<file path="src/rtl/cdb_arbiter.sv">
// cdb_arbiter
//   Round-robin arbiter and output register for the Common Data Bus. Each
//   cycle one requesting functional unit is selected, starting the search at
//   the round-robin pointer. The winner's ROB tag and result are registered
//   and broadcast on the CDB during the following cycle.
//
// Ports
//   clk            clock
//   rst            synchronous active-high reset
//   flush          pipeline flush; suppresses any grant this cycle
//   req            per-unit request, bit i = unit i
//   req_tag        packed tags, unit i at [i*TAG_W +: TAG_W]
//   req_data       packed results, unit i at [i*DATA_W +: DATA_W]
//   grant          combinational one-hot (or zero) grant, same cycle as req
//   cdb_valid      registered broadcast valid
//   cdb_tag        registered broadcast tag
//   cdb_data       registered broadcast data
//   stat_busy      winner count (only with CDB_STATS_EN)
//   stat_conflict  count of cycles with 2+ requests and no flush
//                  (only with CDB_STATS_EN)
//
// Configuration
//   CDB_STATS_EN   define to add the statistics counters and their ports.

module cdb_arbiter #(
  parameter int NUM_REQ = 4,
  parameter int TAG_W   = 5,
  parameter int DATA_W  = 32
) (
  input  logic                        clk,
  input  logic                        rst,
  input  logic                        flush,
  input  logic [NUM_REQ-1:0]          req,
  input  logic [NUM_REQ*TAG_W-1:0]    req_tag,
  input  logic [NUM_REQ*DATA_W-1:0]   req_data,
  output logic [NUM_REQ-1:0]          grant,
  output logic                        cdb_valid,
  output logic [TAG_W-1:0]            cdb_tag,
`ifdef CDB_STATS_EN
  output logic [DATA_W-1:0]           cdb_data,
  output logic [31:0]                 stat_busy,
  output logic [31:0]                 stat_conflict
`else
  output logic [DATA_W-1:0]           cdb_data
`endif
);

  localparam int PTR_W = $clog2(NUM_REQ);
  // NUM_REQ always fits in PTR_W+1 bits, which lets the wrap compare stay
  // at a single width.
  localparam logic [PTR_W:0]   NUM_REQ_W = (PTR_W+1)'(NUM_REQ);
  localparam logic [PTR_W-1:0] LAST_IDX  = PTR_W'(NUM_REQ - 1);

  logic [PTR_W-1:0]  ptr;
  logic [PTR_W-1:0]  win_idx;
  logic              win_found;
  logic              winner;
  logic [PTR_W:0]    scan_sum;
  logic [PTR_W-1:0]  scan_idx;
  logic [NUM_REQ-1:0] grant_c;
  logic [TAG_W-1:0]  win_tag;
  logic [DATA_W-1:0] win_data;
  logic [PTR_W-1:0]  next_ptr;

  // Scan from ptr upward with wrap; the first requester found wins.
  always_comb begin
    win_idx   = '0;
    win_found = 1'b0;
    scan_sum  = '0;
    scan_idx  = '0;
    for (int i = 0; i < NUM_REQ; i++) begin
      scan_sum = {1'b0, ptr} + (PTR_W+1)'(i);
      if (scan_sum >= NUM_REQ_W) begin
        scan_sum = scan_sum - NUM_REQ_W;
      end
      scan_idx = scan_sum[PTR_W-1:0];
      if (!win_found && req[scan_idx]) begin
        win_found = 1'b1;
        win_idx   = scan_idx;
      end
    end
  end

  // Reset and flush both squash the grant so nothing is consumed from a unit
  // whose broadcast would be discarded.
  assign winner = win_found && !flush && !rst;

  always_comb begin
    grant_c = '0;
    if (winner) begin
      grant_c[win_idx] = 1'b1;
    end
  end

  assign grant = grant_c;

  // Steer the winner's tag and data with the one-hot grant.
  always_comb begin
    win_tag  = '0;
    win_data = '0;
    for (int j = 0; j < NUM_REQ; j++) begin
      if (grant_c[j]) begin
        win_tag  = req_tag[j*TAG_W +: TAG_W];
        win_data = req_data[j*DATA_W +: DATA_W];
      end
    end
  end

  assign next_ptr = (win_idx == LAST_IDX) ? '0 : win_idx + PTR_W'(1);

  // Tag and data only load on a win; they keep the last broadcast otherwise.
  always_ff @(posedge clk) begin
    if (rst) begin
      ptr       <= '0;
      cdb_valid <= 1'b0;
      cdb_tag   <= '0;
      cdb_data  <= '0;
    end else begin
      cdb_valid <= winner;
      if (winner) begin
        cdb_tag  <= win_tag;
        cdb_data <= win_data;
        ptr      <= next_ptr;
      end
    end
  end

`ifdef CDB_STATS_EN
  // Free-running counters; flush does not clear them.
  always_ff @(posedge clk) begin
    if (rst) begin
      stat_busy     <= '0;
      stat_conflict <= '0;
    end else begin
      if (winner) begin
        stat_busy <= stat_busy + 32'd1;
      end
      if (!flush && ($countones(req) >= 2)) begin
        stat_conflict <= stat_conflict + 32'd1;
      end
    end
  end
`endif

endmodule

</file>
<file path="config.mk">
export PLATFORM = sky130hd
export DESIGN_NAME = cdb_arbiter
export DESIGN_NICKNAME = d
export VERILOG_FILES = /design/src/rtl/cdb_arbiter.sv
export SDC_FILE = /design/constraint.sdc
export NUM_CORES = 1
export LEC_CHECK = 0
export CAP_MARGIN = 25
export CORE_AREA = 4 4 90 92
export CTS_CLUSTER_DIAMETER = 50
export DETAILED_ROUTE_END_ITERATION = 7
export DIE_AREA = 0 0 94 96
export PLACE_DENSITY = 0.9
export SYNTH_ARGS = -nofsm -noshare
export SYNTH_HDL_FRONTEND = slang
export SYNTH_SLANG_ARGS = --single-unit
</file>
<file path="constraint.sdc">
create_clock -name clk -period 4.15 [get_ports clk]
set_clock_uncertainty 0.05 [all_clocks]
set_input_delay 1.0375 -clock clk [delete_from_list [all_inputs] [get_ports clk]]
set_output_delay 1.0375 -clock clk [all_outputs]
set_load 0.01 [all_outputs]
</file>
==> flow_metrics.tcl <==
set metrics [dict create \
    cp-end-kind "output port" \
    tritoncts "done" \
    cts_buffer_depth 2 \
    synth.cell_area_sq_um 2738 \
    final-setup-viol-count 0 \
    instances_no_fill 645 \
    grt_max_degree 76 \
    ir_drop_v 0.0001541 \
    fin_nets 704 \
    routed_wl_um 10760 \
    overflow 0 \
    path_delay_family "buffers and inverters" \
    synth_edf_count 0 \
    cpMostUsedCell "clkdlybuf4s50_1" \
    dp_cells 637 \
    global_route.usage.total 0.2258 \
    worst-setup-path-type "primary input to output port" \
    postCtsHoldBufs 0 \
    status "finished clean" \
    grt_use_met1 0.2583 \
    worstSetupStartpointType "primary input" \
    max_cap_violations 0 \
    fin_crit_sh 0.9728 \
    drtPass1Iterations 4 \
    r2r_slack_ns 1.51 \
    synth.area.top_cells "dfxtp_1 29%, a221oi_1 11%, nand3b_1 9.0%, a211oi_1 8.0%, a21oi_1 7.7%" \
    cp.buffers_inverters 4 \
    worst_pin_slew_ns 0.7560 \
    synth-seq-cells 40 \
    drv_slew 0 \
    relSlewSlack 0.4960 \
    top_usage_layer "met2" \
    vias_per_cell 5.448 \
    post-synth-top-area-fraction 0.2925 \
    post_synth.cell_area_avg_sq_um 7.419 \
    pwr-share-seq 0.321 \
    hold_viol 0 \
    syn_to_final_growth_pct 77.24 \
    p_sw_frac 0.3364 \
    grt_antenna_before_repair 0 \
    post-cts-setup-buffers 0 \
    num_vias 3514 \
    layout_common_cells "194 x clkdlybuf4s50_1, 42 x a21oi_1, 40 x dfxtp_1, 36 x inv_1, 36 x nor2_1" \
    async_flop_share 0 \
    fmax_mhz 247.7 \
    crit_path_max_fanout 4 \
    use_met3 0.05864 \
    numCtsBuffers 5 \
    die_x_um 94 \
    p_clk_frac 0.195 \
    finalPower_mw 1.370 \
    use_met2 0.4222 \
    crit_slowest_cell "clkdlybuf4s50_1" \
    ys_types 31 \
    wire_per_inst_um 16.68 \
    p_per_area_nw_per_um2 282.3 \
    placementRows 31 \
    rsz0062_at_grt "no" \
    syn_nets 528 \
    power.share.combinational 0.484 \
    period_needed_ns 4.037 \
    grt_pass1_vias 3418 \
    hold_class "flop to flop" \
    htree_levels 2 \
    final_common_cell "clkdlybuf4s50_1" \
    synth_ff_type "dfxtp_1" \
    io_pins 197 \
    dieHeight_um 96 \
    routabilityCongestion 0.8687 \
    drive_gt1_frac 0.06044 \
    cp.required_ns 3.06 \
    leakagePower_nw 1.817 \
    synth_seq_area_share 0.2925 \
    n_antenna_cell 0 \
    drc_errors 0 \
    path_clk_slew_ns 0.07 \
    port_buffers 196 \
    cts_sinks 40 \
    dieArea_sq_um 9024 \
    grt_first_pass_wirelength_um 16440 \
    worstPathArrival_ns 2.95 \
    cts_root_buf "clkbuf_8" \
    synth.largest_area_cell "dfxtp_1" \
    p_sw_mw 0.4608 \
    clock_latency_ns 0.28 \
    postRouteAntennaNets 0 \
    cpPeakStageDelay_ns 0.55 \
    syn-instance-count 369 \
    path_cells "clkdlybuf4s50_1 > buf_4 > nor4_2 > or3_2 > inv_2 > and2_1 > clkdlybuf4s50_1" \
    yosys_warnings 0 \
    dp_hpwl_um 7889 \
    initial_core_util 0.3795 \
    power.internal_mw 0.9090 \
    drt-initial-drc-count 110 \
    core_area_sq_um 7214 \
]
-- what timing repair did --
action | 4_1_cts | 5_1_grt
endpoints found under the hold margin | 0 | 0
gates resized for setup | 2 | 5
pin swaps | 0 | 1
setup endpoints to repair | 3 | 4
-- registers in the layout, indices dropped and copies added (netlist names) --
signal     flops
cdb_tag        5
cdb_data      32
cdb_valid      1
ptr            2
-- worst reg2reg max path: stages, from the launching register on --
cell and delay (ns):
dfxtp_1 0.38, nand2_1 0.08, nand2_1 0.05, a21boi_1 0.21, o22a_1 0.21, ha_2 0.19, buf_4 0.58, nor2b_1 0.25
a221o_1 0.34, o21ai_0 0.10, a21oi_1 0.09
-- layout make-up --
| cell class | instances | area (sq um) |
|---|---|---|
| fill | 613 | 2362 |
| clock buffer | 8 | 90.09 |
| inverter | 38 | 142.6 |
| sequential | 40 | 800.8 |
| tap | 99 | 123.9 |
| timing repair buffer | 209 | 2064 |
| multi-input combinational | 251 | 1630 |
-- metal layers --
metal / share of wire / routed length (um)
met1: 0.39 / 4199
met2: 0.51 / 5496
met3: 0.085 / 919
met4: 0.013 / 141
met5: 0 / 0
-- power groups by stage --
stage | Combinational [mW] | Sequential [mW] | Clock (mW)
6_report | 0.663 | 0.440 | 0.267
5_1_grt | 0.724 | 0.444 | 0.292
4_1_cts | 0.665 | 0.439 | 0.277
3_5_place_dp | 0.661 | 0.448 | 0
3_3_place_gp | 0.641 | 0.445 | 0
2_1_floorplan | 0.352 | 0.460 | 0
-- worst paths after layout --
check,end,cells after the start,from
worst max-delay path,grant[0],7,req[0]
worst max register to register,cdb_data[2],10,ptr[1]
worst min register to register,cdb_data[22],2,cdb_data[22]
worst min-delay path,cdb_data[22],2,cdb_data[22]
-- cell usage after synthesis (2+ instances only) --
cell	count
a21oi_1	42
dfxtp_1	40
inv_1	37
nor2_1	36
a221oi_1	33
nand3b_1	33
nor3_1	33
a211oi_1	29
clkbuf_1	24
buf_2	13
o21ai_0	5
a211oi_2	4
a221o_1	4
a31oi_1	4
ha_1	4
nand2_1	4
nand2b_1	4
nor2b_1	4
and2_1	3
buf_6	2
-- logic make-up (layout without fill, tap and decap cells) --
| kind of cell | count (synthesis) | after routing | synth area share |
|---|---|---|---|
| fa+ha+maj | 4 | 4 | 0.01828 |
| buf+inv | 78 | 255 | 0.1184 |
| compound gates | 126 | 126 | 0.3286 |
| simple gates | 121 | 121 | 0.2422 |
| flops | 40 | 40 | 0.2925 |
-- stage by stage --
stage	setup WS, ns	area (sq um)	setup TNS [ns]	hold slack, ns	util
global placement	0.02941	4748	0	0.4265	0.6582
detailed placement	-0.05280	4748	-0.1249	0.4280	0.6582
global route	0.01797	4852	0	0.4646	0.6726
floorplan	0.5146	2738	0	0.4313	-
finish	0.1127	4852	0	0.4432	0.6726
CTS	0.003866	4845	0	0.4428	0.6715
(Power assumes the default switching activity.)
